**src/rtl/iir_pkg.sv**
```systemverilog
// Shared types and the sample-format conversion for the IIR sample pacer.
package iir_pkg;

    typedef enum logic [0:0] {
        IDLE = 1'b0,
        COOL = 1'b1
    } pacer_state_t;

    // Widest word the conversion helper handles (input and output).
    localparam int unsigned QFMT_MAXW = 64;

    // Signed Q1.(win-1) -> Q(ndint).(ndfrac): sign-extend, then left-align the fraction.
    function automatic logic [QFMT_MAXW-1:0] to_qfmt(
        input logic [QFMT_MAXW-1:0] x,
        input int unsigned          win,
        input int unsigned          ndint,
        input int unsigned          ndfrac
    );
        logic [QFMT_MAXW-1:0] lo_mask;
        logic [QFMT_MAXW-1:0] sx;
        logic                 sign;
        lo_mask = ~({QFMT_MAXW{1'b1}} << win);
        sign    = x[6'(win - 1)];
        sx      = (x & lo_mask) | ({QFMT_MAXW{sign}} & ~lo_mask);
        return (sx << (ndfrac - (win - 1))) & ~({QFMT_MAXW{1'b1}} << (ndint + ndfrac));
    endfunction

endpackage

```
**src/rtl/sync_fifo.sv**
```systemverilog
// Circular synchronous FIFO; level is the single source of truth for full/empty.
module sync_fifo #(
    parameter int unsigned Width = 16,
    parameter int unsigned Depth = 16
) (
    input  logic                    clk,
    input  logic                    rst_n,
    input  logic                    push,
    input  logic                    pop,
    input  logic [Width-1:0]        wr_data,
    output logic [Width-1:0]        rd_data_c,
    output logic                    full,
    output logic                    empty,
    output logic [$clog2(Depth):0]  level,
    output logic [$clog2(Depth):0]  level_nxt_c
);

    localparam int unsigned AW = $clog2(Depth);
    localparam int unsigned LW = $clog2(Depth) + 1;

    logic [Width-1:0] mem [Depth];
    logic [AW-1:0]    wr_ptr;
    logic [AW-1:0]    rd_ptr;

    assign full      = (level == LW'(Depth));
    assign empty     = (level == '0);
    assign rd_data_c = mem[rd_ptr];

    // Occupancy after this edge; push and pop together cancel out.
    always_comb begin
        level_nxt_c = level + LW'(push) - LW'(pop);
    end

    // Pointer and level registers; pointers wrap naturally at Depth.
    always_ff @(posedge clk) begin
        if (!rst_n) begin
            wr_ptr <= '0;
            rd_ptr <= '0;
            level  <= '0;
        end else begin
            if (push) wr_ptr <= wr_ptr + AW'(1);
            if (pop)  rd_ptr <= rd_ptr + AW'(1);
            level <= level_nxt_c;
        end
    end

    // Storage array, no reset needed.
    always_ff @(posedge clk) begin
        if (push && rst_n) mem[wr_ptr] <= wr_data;
    end

endmodule

```
**src/rtl/iir_sample_pacer.sv**
```systemverilog
// Sample pacer feeding the second-order IIR section: buffers samples, converts
// them to the section's data format and spaces dv_out strobes >= Nspacing apart.
// Optional statistics outputs are enabled by defining IIR_PACER_STATS_EN.
module iir_sample_pacer
    import iir_pkg::*;
#(
    parameter int unsigned Win      = 16,
    parameter int unsigned Ndint    = 3,
    parameter int unsigned Ndfrac   = 22,
    parameter int unsigned Depth    = 16,
    parameter int unsigned Nspacing = 6
) (
    input  logic                      clk,
    input  logic                      rst_n,
    input  logic                      s_valid,
    output logic                      s_ready,
    input  logic [Win-1:0]            s_data,
    output logic                      dv_out,
    output logic [Ndint+Ndfrac-1:0]   d_out,
    output logic [$clog2(Depth):0]    level,
    output logic                      busy
`ifdef IIR_PACER_STATS_EN
    ,
    output logic [31:0]               stat_issued,
    output logic [$clog2(Depth):0]    stat_maxlevel
`endif
);

    localparam int unsigned OW = Ndint + Ndfrac;
    localparam int unsigned LW = $clog2(Depth) + 1;
    localparam int unsigned CW = $clog2(Nspacing);

    pacer_state_t   state;
    pacer_state_t   state_nxt;
    logic [CW-1:0]  cool;
    logic [CW-1:0]  cool_nxt;
    logic           issue_c;
    logic [OW-1:0]  d_nxt;
    logic           busy_nxt;

    logic           push_c;
    logic           fifo_full;
    logic           fifo_empty;
    logic [Win-1:0] fifo_rd_data;
    logic [LW-1:0]  fifo_level_nxt;

    assign push_c = s_valid && s_ready && !fifo_full;

    sync_fifo #(
        .Width (Win),
        .Depth (Depth)
    ) u_fifo (
        .clk         (clk),
        .rst_n       (rst_n),
        .push        (push_c),
        .pop         (issue_c),
        .wr_data     (s_data),
        .rd_data_c   (fifo_rd_data),
        .full        (fifo_full),
        .empty       (fifo_empty),
        .level       (level),
        .level_nxt_c (fifo_level_nxt)
    );

    // Issue when idle, or when the cooldown has fully expired with data waiting.
    always_comb begin
        state_nxt = state;
        cool_nxt  = cool;
        issue_c   = 1'b0;
        case (state)
            IDLE: begin
                if (!fifo_empty) issue_c = 1'b1;
            end
            COOL: begin
                if (cool != '0)       cool_nxt  = cool - CW'(1);
                else if (!fifo_empty) issue_c   = 1'b1;
                else                  state_nxt = IDLE;
            end
            default: state_nxt = IDLE;
        endcase
        if (issue_c) begin
            state_nxt = COOL;
            cool_nxt  = CW'(Nspacing - 1);
        end
        d_nxt    = issue_c ? OW'(to_qfmt(QFMT_MAXW'(fifo_rd_data), Win, Ndint, Ndfrac)) : d_out;
        busy_nxt = (fifo_level_nxt != '0) || (state_nxt == COOL);
    end

    // State, cooldown and registered outputs.
    always_ff @(posedge clk) begin
        if (!rst_n) begin
            state   <= IDLE;
            cool    <= '0;
            dv_out  <= 1'b0;
            d_out   <= '0;
            busy    <= 1'b0;
            s_ready <= 1'b0;
        end else begin
            state   <= state_nxt;
            cool    <= cool_nxt;
            dv_out  <= issue_c;
            d_out   <= d_nxt;
            busy    <= busy_nxt;
            s_ready <= (fifo_level_nxt != LW'(Depth));
        end
    end

`ifdef IIR_PACER_STATS_EN
    // Strobe counter and FIFO high-water mark.
    always_ff @(posedge clk) begin
        if (!rst_n) begin
            stat_issued   <= '0;
            stat_maxlevel <= '0;
        end else begin
            if (issue_c) stat_issued <= stat_issued + 32'd1;
            if (fifo_level_nxt > stat_maxlevel) stat_maxlevel <= fifo_level_nxt;
        end
    end
`endif

endmodule

```
**config.mk**
```make
export PLATFORM = sky130hd
export DESIGN_NAME = iir_sample_pacer
export DESIGN_NICKNAME = d
export VERILOG_FILES = /design/src/rtl/iir_pkg.sv /design/src/rtl/sync_fifo.sv /design/src/rtl/iir_sample_pacer.sv
export SDC_FILE = /design/constraint.sdc
export NUM_CORES = 1
export LEC_CHECK = 0
export CAP_MARGIN = 20
export CORE_ASPECT_RATIO = 0.7
export CORE_UTILIZATION = 45
export CTS_BUF_LIST = sky130_fd_sc_hd__clkbuf_8
export CTS_CLUSTER_SIZE = 24
export DETAILED_ROUTE_END_ITERATION = 8
export GPL_ROUTABILITY_DRIVEN = 0
export SYNTH_ARGS = -nofsm -noshare
export SYNTH_HDL_FRONTEND = slang
export SYNTH_HIERARCHICAL = 1
export SYNTH_SLANG_ARGS = --single-unit
```
**constraint.sdc**
```tcl
create_clock -name clk -period 3.95 [get_ports clk]
set_input_delay 0.395 -clock clk [delete_from_list [all_inputs] [get_ports clk]]
set_output_delay 0.395 -clock clk [all_outputs]
set_load 0.03 [all_outputs]
```
==> Word-level counts from Yosys, hierarchy flattened <==
Memory sizes are Yosys's and may differ from the RTL's. A register that Yosys moved wholly into a read port is not among the register bits.
Index checks and enable logic that the tools add are counted.
W data, S select, Z words.
{ "classes": {"shift": 0, "n_eq_ne": 2, "n_div": 0, "n_lt_le_gt_ge": 0, "multipliers": 0, "add_sub_neg": 5, "bitwise": 3, "n_mux": 13, "n_reduce_logical": 13} }
{ "ops": {"columns": ["op", "n"], "rows": [
  ["$or A16 B18 Y18", 1],
  ["$mux W3", 3],
  ["$add A4 B1 Y4 const B", 2],
  ["$mux W4", 2],
  ["$mux W1", 7],
  ["$add A5 B1 Y5", 1],
  ["$eq A5 B5 Y1 const B", 1],
  ["$logic_not A5 Y1", 1],
  ["$ne A5 B5 Y1 const B", 1],
  ["$reduce_bool A5 Y1", 1],
  ["$sub A5 B1 Y5", 1],
  ["$reduce_and A2 Y1", 2],
  ["$reduce_bool A2 Y1", 2],
  ["$logic_and A1 B1 Y1", 3],
  ["$reduce_bool A3 Y1", 1],
  ["$sub A3 B1 Y3 const B", 1],
  ["$not A1 Y1", 2],
  ["$pmux W1 S2", 1],
  ["$reduce_or A2 Y1", 1],
  ["$logic_not A1 Y1", 1],
  ["$logic_or A1 B1 Y1", 1]
]} }
{ "totals": {"elab_cells": 47, "output_inout_bits": 33, "regBits": 38, "mem_bits_rw": 256, "input_bits": 19, "latch_bits": 0, "mem_count": 1, "romBits": 0} }
{ "mem_list": {"columns": ["memory", "depth", "word_bits", "read_ports", "rd_clocked_by_memory_dff", "wr", "line_no", "rtl"], "rows": [
  ["u_fifo.mem", 16, 16, 1, 1, 1, "sync_fifo.sv:21", "logic [Width-1:0] mem [Depth];"]
]} }

==> Depth between registers and ports, before layout <==
{ "logic_depth": {"depth_word": 7, "mapped_depth": 17, "mapped_depth_nobuf": 16} }

==> By module <==
Netlist, hierarchy kept.
{ "modules_own_cells": {"columns": ["module", "seq_area_each_um2", "area_per_inst_um2", "n_inst", "cells_each"], "rows": [
  ["sync_fifo", 8027.7, 10587.7, 1, 495],
  ["iir_sample_pacer", 460.4, 909.6, 1, 83]
]} }

==> Least setup slack after synthesis <==
OpenSTA, ideal clock, no wires.
{ "synth_path": {"kind": "register to register", "start": "register u_fifo.level[3]", "end": "register busy", "synth_period_minus_slack_ns": 3.295, "arrival_ns": 3.180, "setup_slack_ns": 0.655, "path_stages_with_launch": 17, "required_time_ns": 3.835, "n_path_buf": 0, "setup_ns": 0.115, "path_cell_list": "dfxtp_1 inv_1 ha_1 nor4b_1 inv_1 o21a_1 ha_1 inv_1 ha_1 inv_1 fa_1 nand2b_1 a21oi_1 o21a_1 nor2_1 nand2b_1 o21a_1"} }
{ "synth_via": {"elab_chain_len": 7, "word_cells_on_any_way": 14, "classes_between": "2 x add/sub; 1 x eq/ne; 6 x mux; 5 x reduce/logical"} }
{ "synth_rtl": {"columns": ["element", "line_no", "rtl"], "rows": [
  ["start: declaration", "sync_fifo.sv:14", "output logic [$clog2(Depth):0] level,"],
  ["start signal: assignment", "sync_fifo.sv:43", "level <= level_nxt_c;"],
  ["$logic_not A5 Y1 (*)", "sync_fifo.sv:26", "assign empty = (level == '0);"],
  ["named net fifo_empty", "iir_sample_pacer.sv:43", "logic fifo_empty;"],
  ["$mux W1 (*)", "iir_sample_pacer.sv:72, iir_sample_pacer.sv:76", null],
  ["$mux W1", "iir_sample_pacer.sv:75", "if (cool != '0) cool_nxt = cool - CW'(1);"],
  ["$pmux W1 S2 (*)", "iir_sample_pacer.sv:70", "case (state)"],
  ["named net issue_c", "iir_sample_pacer.sv:37", "logic issue_c;"],
  ["$sub A5 B1 Y5 (*)", "sync_fifo.sv:31", "level_nxt_c = level + LW'(push) - LW'(pop);"],
  ["named net fifo_level_nxt[4]", "iir_sample_pacer.sv:45", "logic [LW-1:0] fifo_level_nxt;"],
  ["$reduce_bool A5 Y1 (*)", "iir_sample_pacer.sv:86", "busy_nxt = (fifo_level_nxt != '0) || (state_nxt == COOL);"],
  ["$logic_or A1 B1 Y1 (*)", "iir_sample_pacer.sv:86", null],
  ["end signal: assignment", "iir_sample_pacer.sv:103", "busy <= busy_nxt;"],
  ["end: declaration", "iir_sample_pacer.sv:21", "output logic busy"]
]} }
Mark *: on every way through the listed nets, which the timed path passes. The rest lies on a longest branch.
A chain may end at the register's enable or synchronous reset.

==> Worst setup path in the final report <==
{ "layout_path": {"start": "register u_fifo.level[2]", "end": "register busy"} }
The elaborated chain is that of the path after synthesis.

==> run metrics <==
CTS Hold Buffers Added=0; clock skew=0.0237 ns; Post-Synthesis Cells=578; Critical Path AT=3.71 ns; worst reg2reg setup slack=0.69 ns; fin nets=698; FMAX=307 MHz; TritonRoute pass-1 iters=7; Total GRT Usage=19.2%; status=complete, but fails checks; Placeable Area=24,900 µm²; # clock sinks=296; CP max FO=5; first-pass GRT wire length=35,900 µm; Syn. warnings=6; wirelength, routed=23,900 µm; RSZ-0062 raised after global routing=false; post-CTS setup buffers=0; GRT Residual Overflow=0; MaxCap Viol Count=0; area of the die=26,200 µm²; synth unique cells=51; max-slew violation count=0; Crit. End Element=flip-flop; clk_lat worst skew=0.55 ns; fraction of layout cells with a size suffix above 1=20.0%; vias in the first global route=5,787; Fillers=1,943; drt wl/cell=23.3 µm; Final Hold Vio Count=0; diodes inserted=0; number of flops mapped to enable cells by yosys=256; Post-synth ARST share=0%; Cell Rows=48; min cycle time layout=3.26 ns; CP startpoint kind=flip-flop; Setup TNS Final=0 ns; TritonCTS clock tree=built; Req. time, crit path=4.40 ns; Max-slew headroom=28.1%; root buf cell=clkbuf_8; DRT iter0 DRCs=435; peak supply drop=496 µV; sequential cell area fraction in the yosys report=73.8%; DIE WIDTH=193 µm; TritonCTS buffer count=46; global route hottest layer=met2; DRC errors left=13; Slew @ Worst Pin=1.08 ns; Seq cells post-synth=296; Worst Hold Class=flip-flop to flip-flop; critical path class=flip-flop to flip-flop; Hold WS=0.464 ns; met3 Use GR=3.57%; main flop type after synthesis=edfxtp_1; Final Non-Filler Cells=1,025; die span in y=136 µm; Post-Place Cells=942; Clock Path Buffers=3; initial antenna violation count=0; I/O Buffers=44; setup violators final=0; Reg clk slew, reported paths=0.06 ns; Final Core Density=52.9%; number of gates resized after CTS=0; area delta synth->final=14.5%; FF+latch area=8490 µm²; post-detail-place hpwl=13,800 µm; period utilization=82.5%; Mapped Avg Cell Area=19.9 µm²; failing checks=design-rule violations; largest net degree at the start of global routing=41; leakage=4.40 nW; PD cells=634 nW/µm²; vias per std cell=5.53; # H-tree levels=2; I/O pin count=52; starting density of the core=46.2%; met1 GRT Util=28.3%; area used by multi-input combinational logic=2690 µm²; synthesized cell area=11,500 µm²; total number of vias=5,673; post-route ant nets=0; routing usage on met2=28.8%
==> power by group <==
part | internal (mW) | switching (mW) | total, mW
Sequential | 3.58 | 0.283 | 3.86
Clock | 1.25 | 1.12 | 2.37
Combinational | 1.09 | 1.03 | 2.11
==> path summary, 6_finish.rpt <==
kind	end	depth (start not counted)	from
min	cool[0]	1	cool[0]
max	busy	17	u_fifo/level[2]
min reg2reg	cool[0]	1	cool[0]
max reg2reg	busy	17	u_fifo/level[2]
==> area by class of cell <==
type	instances	area share, %
clock buffer	55	5.75
clock inverter	28	0.837
inverter	17	0.485
multi-input combinational	236	20.4
sequential	296	64.5
tap	325	3.09
timing repair buffer	68	4.91
==> per-layer routing <==
| metal | share of wire (%) | vias up |
|---|---|---|
| met2 | 46 | 147 |
| met3 | 4.9 | 36 |
| met5 | 0 | - |
| met1 | 47 | 2990 |
| met4 | 1.9 | 0 |
| li1 | - | 2500 |
==> synthesized netlist by cell type, types with 2 or more instances <==
cell | number | area share [%]
nand4_1 | 2 | 0.11
xor2_1 | 5 | 0.38
xnor2_1 | 4 | 0.30
clkbuf_1 | 4 | 0.13
buf_4 | 13 | 0.85
edfxtp_1 | 256 | 67
a22o_1 | 16 | 1.2
nor2b_1 | 3 | 0.16
ha_1 | 13 | 1.4
nor3b_1 | 2 | 0.13
buf_2 | 4 | 0.17
a21oi_1 | 3 | 0.13
inv_1 | 16 | 0.52
and2_1 | 21 | 1.1
a22oi_1 | 32 | 2.1
mux4_2 | 54 | 11
dlymetal6s2s_1 | 2 | 0.22
mux2i_1 | 3 | 0.26
mux4_1 | 10 | 2.3
o21a_1 | 4 | 0.26
nand2b_1 | 2 | 0.11
nor3_1 | 3 | 0.13
dfxtp_1 | 40 | 7.0
buf_6 | 6 | 0.59
nor2_1 | 14 | 0.46
nand2_1 | 21 | 0.69
==> cell usage in the layout, fill, tap and decap left out, types with 4 or more instances in the layout <==
cell type        netlist  final
mux4_1                10     10
a22oi_1               32     32
conb_1                 1      7
nand2_1               21     21
ha_1                  13     13
mux4_2                54     54
o21a_1                 4      4
nor2_1                14     14
clkbuf_8               1     55
and2_1                21     21
dfxtp_1               40     38
xnor2_1                4      4
xor2_1                 5      5
a22o_1                16     16
clkdlybuf4s50_1        0     44
clkinv_1               0      4
buf_4                 13     22
edfxtp_1             256    256
inv_1                 16     38
==> flip-flops by register name, summed over array words and instances, names as in the netlist, named ones only <==
name,count
cool,3
d_out,16
u_fifo/wr_ptr,4
dv_out,1
state,1
u_fifo/rd_ptr,4
u_fifo/mem,256
u_fifo/level,5
s_ready,1
busy,1
==> worst max-delay path, cell delays in order, from the launching register on <==
cell      delay, ns
dfxtp_1        0.32
inv_1          0.09
ha_1           0.16
nor4b_1        0.27
buf_4          0.20
inv_1          0.06
o21a_1         0.18
ha_1           0.29
inv_1          0.06
ha_1           0.16
inv_1          0.06
fa_1           0.42
nand2b_1       0.16
a21oi_1        0.19
o21a_1         0.16
nor2_1         0.06
nand2b_1       0.15
o21a_1         0.17
==> through the flow <==
| step | power (mW) | instance area, µm² | setup WS [ns] |
|---|---|---|---|
| after floorplan | 5.45 | 11500 | 0.655 |
| after global placement | 6.03 | 12300 | 0.766 |
| after detailed placement | 6.06 | 12300 | 0.713 |
| after CTS | 8.45 | 13200 | 0.699 |
| after global routing | 8.78 | 13200 | 0.433 |
| final | 8.35 | 13200 | 0.691 |
==> cell families (layout without fill, tap and decap cells) <==
kind of cell / after synthesis / in the layout / synth area share [%]
flops: 296 / 296 / 73.8
mux: 67 / 67 / 13.1
other cells: 1 / 7 / 0.0326
xor+xnor: 9 / 9 / 0.686
compound gates: 64 / 64 / 4.29
simple gates: 75 / 75 / 3.44
buf+inv: 52 / 168 / 3.01
fa+ha+maj: 14 / 14 / 1.59
No activity file was read; power rests on OpenSTA's default activity.
